[src/rtl/code_sequencer.sv]
// Program sequencer feeding op codes to the training controller, stepping lines and epochs on controller feedback.
// Optional build macro CODE_SEQ_OVERRUN_ERR_EN: flag a sticky err when a line advance wraps past the last line.
module code_sequencer #(
    parameter int OP_SIZE = 4,
    parameter int DEPTH   = 8,
    parameter int EPOCHS  = 3,
    parameter int IDX_W   = $clog2(DEPTH)
) (
    input  logic               clk,
    input  logic               rst_n,
    input  logic               start,
    input  logic               prog_we,
    input  logic [IDX_W-1:0]   prog_addr,
    input  logic [OP_SIZE-1:0] prog_op,
    input  logic [IDX_W:0]     prog_len,
    input  logic               reset,
    input  logic               code_active,
    input  logic               code_reset,
    output logic [OP_SIZE-1:0] op,
    output logic [31:0]        code_count,
    output logic [31:0]        code_index,
    output logic               enable,
    output logic               busy,
    output logic               done,
    output logic [31:0]        epoch_left,
    output logic               err
);

    typedef enum logic [1:0] {IDLE, RUN, DONE} state_t;

    localparam logic [31:0] DEPTH_U = 32'(DEPTH);

    state_t             state, state_nxt;
    logic [OP_SIZE-1:0] mem [DEPTH];
    logic [IDX_W-1:0]   idx;
    logic [IDX_W:0]     len;
    logic [31:0]        cnt;
    logic [31:0]        epochs;
    logic               start_ok;
    logic               addr_ok;
    logic               last_line;

    function automatic logic [31:0] sat_inc(input logic [31:0] v);
        return (v == 32'hFFFF_FFFF) ? v : v + 32'd1;
    endfunction

    // Out-of-range addresses only exist when DEPTH is not a power of two.
    generate
        if ((2 ** IDX_W) > DEPTH) begin : g_addr_chk
            assign addr_ok = (32'(prog_addr) < DEPTH_U);
        end else begin : g_addr_all
            assign addr_ok = 1'b1;
        end
    endgenerate

    assign start_ok  = start && (state != RUN) && (prog_len != '0) && (32'(prog_len) <= DEPTH_U);
    assign last_line = (((IDX_W+1)'(idx)) + (IDX_W+1)'(1)) == len;

    always_ff @(posedge clk or negedge rst_n) begin
        if (!rst_n) begin
            state <= IDLE;
        end else begin
            state <= state_nxt;
        end
    end

    always_comb begin
        state_nxt = state;
        case (state)
            IDLE, DONE: if (start_ok) state_nxt = RUN;
            RUN:        if (code_reset && (epochs == 32'd1)) state_nxt = DONE;
            default:    state_nxt = IDLE;
        endcase
    end

    always_ff @(posedge clk or negedge rst_n) begin
        if (!rst_n) begin
            for (int i = 0; i < DEPTH; i++) begin
                mem[i] <= '0;
            end
            idx    <= '0;
            len    <= '0;
            cnt    <= '0;
            epochs <= '0;
        end else begin
            if ((state != RUN) && prog_we && addr_ok) begin
                mem[prog_addr] <= prog_op;
            end
            if (start_ok) begin
                idx    <= '0;
                cnt    <= '0;
                epochs <= 32'(EPOCHS);
                len    <= prog_len;
            end else if (state == RUN) begin
                if (code_reset) begin
                    idx    <= '0;
                    cnt    <= '0;
                    epochs <= epochs - 32'd1;
                end else if (reset) begin
                    cnt <= '0;
                    if (code_active) begin
                        idx <= last_line ? '0 : idx + 1'b1;
                    end
                end else begin
                    cnt <= sat_inc(cnt);
                end
            end
        end
    end

`ifdef CODE_SEQ_OVERRUN_ERR_EN
    logic err_q;

    always_ff @(posedge clk or negedge rst_n) begin
        if (!rst_n) begin
            err_q <= 1'b0;
        end else if (start_ok) begin
            err_q <= 1'b0;
        end else if ((state == RUN) && !code_reset && reset && code_active && last_line) begin
            err_q <= 1'b1;
        end
    end

    assign err = err_q;
`else
    assign err = 1'b0;
`endif

    // Outputs depend only on registered state, never on the feedback inputs.
    assign op         = (state == RUN) ? mem[idx] : '0;
    assign code_count = cnt;
    assign code_index = 32'(idx);
    assign epoch_left = epochs;
    assign enable     = (state == RUN);
    assign busy       = (state == RUN);
    assign done       = (state == DONE);

endmodule

[config.mk]
export PLATFORM = sky130hd
export DESIGN_NAME = code_sequencer
export DESIGN_NICKNAME = d
export VERILOG_FILES = /design/src/rtl/code_sequencer.sv
export SDC_FILE = /design/constraint.sdc
export NUM_CORES = 1
export LEC_CHECK = 0
export ABC_AREA = 1
export ABC_CLOCK_PERIOD_IN_PS = 3900
export BUFFER_PORTS_ARGS = -buffer_cell sky130_fd_sc_hd__buf_2
export CAP_MARGIN = 20
export CORE_ASPECT_RATIO = 0.8
export CORE_MARGIN = 8
export CORE_UTILIZATION = 55
export DETAILED_ROUTE_END_ITERATION = 8
export HOLD_SLACK_MARGIN = 0.03
export PLACE_DENSITY_LB_ADDON = 0.3
export SLEW_MARGIN = 20
export SYNTH_ARGS = -nofsm -noshare
export SYNTH_HDL_FRONTEND = slang
export SYNTH_SLANG_ARGS = --single-unit
[constraint.sdc]
create_clock -name clk -period 3.9 [get_ports clk]
set_input_delay 0.78 -clock clk [delete_from_list [all_inputs] [get_ports clk]]
set_output_delay 0.78 -clock clk [all_outputs]
set_load 0.02 [all_outputs]
==> impl_metrics.yaml, run 1 <==
run:
  maxCapViolations: 0
synthesis:
  seq_area_frac_synth_pct: 40.0
  synth_top_area_share_pct: 40.0
  synthTopCellsByArea: "dfrtp_1 40%, nand2_1 14%, nor2_1 8.5%"
  syn_avg_cell_area_um2: 6.96
  synth_common_cells: "244 x nand2_1, 149 x nor2_1, 105 x dfrtp_1, 103 x inv_1, 74 x o21ai_0"
  yosysWarnings: 0
  synth-edff-count: 0
  synthCells: 944
  synthArstFlopShare_pct: 100
  yosys.cell_count.top_type: "nand2_1"
  ys_seq_elements: 105
  synth_top_area_cell: "dfrtp_1"
  syn_area_um2: 6570
  synth_flop_cell: "dfrtp_1"
  ys_types: 39
clock_network:
  cts_buffer_depth: 2
  cts_setup_buffers: 0
  clk-insertion-delay-late_ns: 0.35
  cts-root-buf: "clkbuf_16"
  cts_hold_buf: 0
  cts.sinks: 105
  clkTransAtPathRegs_ns: 0.07
  cts_resized: 0
  cts-buffers-inserted: 9
  cts_tree: "yes"
  cts-htree-levels: 3
floorplanning:
  die_x_um: 138
  start_util_pct: 56.8
  num_io_pins: 122
  core_area_um2: 11600
  fp-row-count: 35
  die-area_um2: 15700
  die_y_um: 114
global_route:
  grt_pass1_vias: 5749
  grt_max_degree: 67
  grtUsageTotal_pct: 21.6
  grt_pass1_wl_um: 28500
  overflow: 0
  grt_antenna_before_repair: 0
setup_path:
  cp-start-kind: "flip-flop"
  required_ns: 3.12
  worstPathMaxFanout: 16
  crit_path_end_kind: "output port"
  worst_ep_arrival_time_ns: 2.05
  worst-setup-path-type: "flip-flop to output port"
route:
  vias: 6356
  wl_per_cell_um: 14.4
  dr.pass1.iters: 5
  wl_um: 17000
  post_drt_via_cell_ratio: 5.40
  route.detailed.drc: 0
  ant_nets: 0
  initialDrtViolationCount: 686
status:
  status: "complete, no violations"
power:
  powerDensity_nw_per_um2: 655
  p_leak_nw: 3.74
  vdd_drop_max_mv: 0.418
sta:
  fin_crit_sh_pct: 72.6
  relSlewSlack_pct: 41.9
  setup_viol: 0
  rsz0062_at_grt: "false"
  worst_clock_skew_ns: 0.00968
  worst-slew-pin-transition_ns: 0.868
  drv_slew: 0
  hold_violations: 0
  fmaxAchievable_mhz: 353
  finalSetupTns_ns: 0
  period_minus_slack_ns: 2.83
placement:
  gp_congestion: 0.945
  hpwl_um: 12600
  io_buffers: 91
  place_area_um2: 7010
finish:
  syn2layout_area_growth_pct: 11.1
  layout-drive-gt1-share_pct: 13.6
  stdcell_area_um2: 7290
  n_antenna_cell: 0
  final_nets: 1047
min_path:
  min_path_type: "flip-flop to flip-flop"
## sequential cells by signal, summed over array words and instances (netlist names)
| register | flops |
|---|---|
| mem | 32 |
| idx | 3 |
| state | 2 |
| epoch_left | 32 |
| code_count | 32 |
| len | 4 |
## worst max-delay path: stages (launching register included)
cell	delay (ns)
dfrtp_1	0.71
inv_1	0.21
a21oi_1	0.18
o21ai_0	0.11
nand3_1	0.09
nand2_1	0.06
a31oi_1	0.15
buf_2	0.19
## report_power, final
part	internal, mW	switching [mW]	leakage (nW)
Combinational	0.683	1.52	2.22
Sequential	1.42	0.286	1.38
Clock	0.440	0.429	0.138
Total	2.54	2.24	3.74
## cell families after synthesis
| kind of cell | share of synthesized area [%] |
|---|---|
| AO/OA/AOI/OAI | 10.3 |
| XOR/XNOR | 1.73 |
| adder cells (fa/ha/maj) | 0.762 |
| buffers and inverters | 11.4 |
| flip-flops | 40.0 |
| other | 0.0571 |
| AND/OR/NAND/NOR | 35.7 |
## metal layers
layer / up-vias / routed length, um / share of wire, % / track usage [%]
met5: - / 0 / 0 / 0
met4: 0 / 153 / 0.90 / 4.41
met1: 2933 / 8090 / 48 / 31.0
li1: 3135 / - / - / -
met2: 274 / 7230 / 43 / 31.8
met3: 14 / 1540 / 9.0 / 5.77
## per-stage QoR
step           util, %  hold WS, ns  cells  power, mW  setup slack (ns)
2_1_floorplan        -        0.448    973       3.31              1.47
6_report          63.1        0.482   1178       4.77              1.07
3_5_place_dp      60.6        0.469   1162       3.90              1.28
5_1_grt           63.1        0.526   1178       5.16             0.830
3_3_place_gp      60.6        0.460   1162       3.86              1.33
4_1_cts           63.0        0.487   1178       4.78              1.08
## cells in the final DEF (no fill, tap or decap), types with 2 or more instances in the layout
cell type	count
a21oi_1	28
a31oi_1	7
and3_1	2
buf_2	90
buf_4	3
clkbuf_16	9
clkinv_2	2
clkinv_4	2
conb_1	30
dfrtp_1	105
ha_1	4
inv_1	103
inv_2	5
nand2_1	244
nand2_2	2
nand2_4	2
nand2_8	2
nand3_1	73
nand3_2	4
nand3_4	2
nand4_1	25
nor2_1	149
nor2_2	6
nor3_1	15
nor3_2	2
o211ai_1	4
o21ai_0	74
o21ai_1	8
o21bai_1	3
xnor2_1	5
xor2_1	8
## layout make-up
type	count	area [um^2]
clock inverter	7	55.1
tap	148	185
inverter	108	405
timing repair buffer	94	493
sequential	105	2630
multi-input combinational	707	3300
clock buffer	9	225
fill	1074	4270
## final timing paths
kind,slack [ns],start,cells after the start,endpoint
max,1.07,idx[1]$_DFFE_PN0P_,7,op[2]
min,0.48,mem[12]$_DFFE_PN0P_,2,mem[12]$_DFFE_PN0P_
max reg2reg,1.70,state[1]$_DFFE_PN0P_,7,epoch_left[6]$_DFFE_PN0P_
min reg2reg,0.48,mem[12]$_DFFE_PN0P_,2,mem[12]$_DFFE_PN0P_
max in group asynchronous,2.64,rst_n,2,code_count[8]$_DFFE_PN0P_
min in group asynchronous,0.52,rst_n,1,mem[22]$_DFFE_PN0P_
(Power assumes the default switching activity.)
==> run 2: changes to the inputs <==
ABC_CLOCK_PERIOD_IN_PS = 2660   (was 3900)
clock period = 2.66 ns   (was 3.9 ns; I/O delays follow)
==> run 2 against run 1 <==
Critical path depth unchanged. Register-to-register slack worse by 1.2 ns. Combinational power up 49%. Worst hold slack worse by 0.33 ns. Utilization up 0.83 points. Clock skew about the same. Clock power up 69%. Sequential power up 48%. Flip-flop and latch count unchanged. Global-route usage up 0.49 points. Sequential share of layout area down 0.45 points. Via count down 0.58%.
==> impl_metrics.yaml, run 2 (same netlist as run 1, synthesis figures left out) <==
power:
  powerDensity_nw_per_um2: 980
  p_leak_nw: 3.79
  vdd_drop_max_mv: 0.863
route:
  wl_um: 17500
  vias: 6319
  dr.pass1.iters: 5
  wl_per_cell_um: 14.8
  post_drt_via_cell_ratio: 5.34
  initialDrtViolationCount: 626
  ant_nets: 0
  route.detailed.drc: 0
placement:
  io_buffers: 91
  hpwl_um: 13100
  place_area_um2: 7060
  gp_congestion: 0.908
sta:
  fin_crit_sh_pct: 89.5
  period_minus_slack_ns: 2.38
  drv_slew: 0
  fmaxAchievable_mhz: 420
  relSlewSlack_pct: 48.2
  hold_violations: 0
  worst-slew-pin-transition_ns: 0.773
  finalSetupTns_ns: 0
  rsz0062_at_grt: "false"
  worst_clock_skew_ns: 0.00948
  setup_viol: 0
  holdWs_ns: 0.151
clock_network:
  cts-htree-levels: 3
  cts-buffers-inserted: 9
  cts_hold_buf: 0
  clk-insertion-delay-late_ns: 0.35
  cts_tree: "yes"
  clkTransAtPathRegs_ns: 0.07
  cts_resized: 0
  cts-root-buf: "clkbuf_16"
  cts_setup_buffers: 0
  cts.sinks: 105
  cts_buffer_depth: 2
setup_path:
  worst_ep_arrival_time_ns: 1.85
  cp-start-kind: "flip-flop"
  cpLargestDelayFamily: "flip-flops"
  required_ns: 2.13
  crit_path_end_kind: "output port"
  path_buf_inv: 2
  worst-setup-path-type: "flip-flop to output port"
  max_stage_delay_ns: 0.50
  crit_slowest_cell: "dfrtp_2"
  r2r_start: "state[1]$_DFFE_PN0P_"
  path_cells: "inv_1 > a21oi_1 > o21ai_0 > nand3_1 > nand2_1 > a31oi_1 > buf_2"
  setup.worst_path.start: "idx[0]$_DFFE_PN0P_"
  worstPathMaxFanout: 15
finish:
  layout-drive-gt1-share_pct: 14.1
  final_nets: 1054
  n_fill_cell: 1096
  n_antenna_cell: 0
  multi_input_area_um2: 3300
  final_cell_mix: "244 x nand2_1, 149 x nor2_1, 104 x dfrtp_1, 103 x inv_1, 90 x buf_2"
  final-seq-area_um2: 2630
  syn2layout_area_growth_pct: 12.5
  mostFrequentLayoutCell: "nand2_1"
  stdcell_area_um2: 7390
floorplanning:
  die_y_um: 114
  core_area_um2: 11600
  fp-row-count: 35
  start_util_pct: 56.8
  die_x_um: 138
  die-area_um2: 15700
  num_io_pins: 122
global_route:
  grt_antenna_before_repair: 0
  grt_pass1_vias: 5824
  grt_pass1_wl_um: 29100
  overflow: 0
  grt_max_degree: 42
  grtUsageTotal_pct: 22.1
run:
  maxCapViolations: 0
status:
  status: "complete, no violations"
min_path:
  min_path_type: "primary input to async pin"
==> run 2: cell count changes in the layout (fill, tap and decap cells not counted), sizes merged <==
cell / delta
buf: +7
clkinv: -3
bufinv: +2
clkbuf: +2
inv: -2
==> run 2: final timing paths <==
kind	end	slack (ns)	cells past startpoint
worst min register to register	mem[12]$_DFFE_PN0P_	0.49	2
worst max register to register	epoch_left[10]$_DFFE_PN0P_	0.51	9
max in group asynchronous	idx[0]$_DFFE_PN0P_	1.90	2
worst max-delay path	op[1]	0.28	7
worst min-delay path	mem[19]$_DFFE_PN0P_	0.15	1
min in group clk	len[0]$_DFFE_PN0N_	0.41	3
==> run 2: cell type report <==
class / instances / area share (%)
well taps: 148 / 2.51
flip-flops and latches: 105 / 35.6
clock inverters: 4 / 1.03
repair buffers: 101 / 7.38
clock buffers: 11 / 3.42
inverters: 108 / 5.49
multi-input cells: 707 / 44.6
==> run 2: metal layers <==
layer  routed length (um)  part of all wire [%]  GRT usage [%]
met5                    0                     0              0
met4                  144                  0.82           3.54
met3                 1580                   9.0           7.06
met2                 7600                    44           33.3
met1                 8140                    47           30.7
==> run 2: report_power, final <==
group / switching, mW / leakage (nW) / internal [mW]
Clock: 0.594 / 0.158 / 0.873
Combinational: 2.25 / 2.26 / 1.02
Sequential: 0.432 / 1.38 / 2.08
Total: 3.27 / 3.79 / 3.97
==> run 2: per-stage QoR <==
step	utilization [%]	power, mW	worst slack [ns]	cells
global route	63.9	7.77	0.0666	1184
finish	63.9	7.25	0.279	1184
global placement	61.1	5.69	0.484	1169
CTS	63.9	7.26	0.140	1184
detailed placement	61.1	5.75	0.422	1169
floorplan	-	4.86	0.480	973
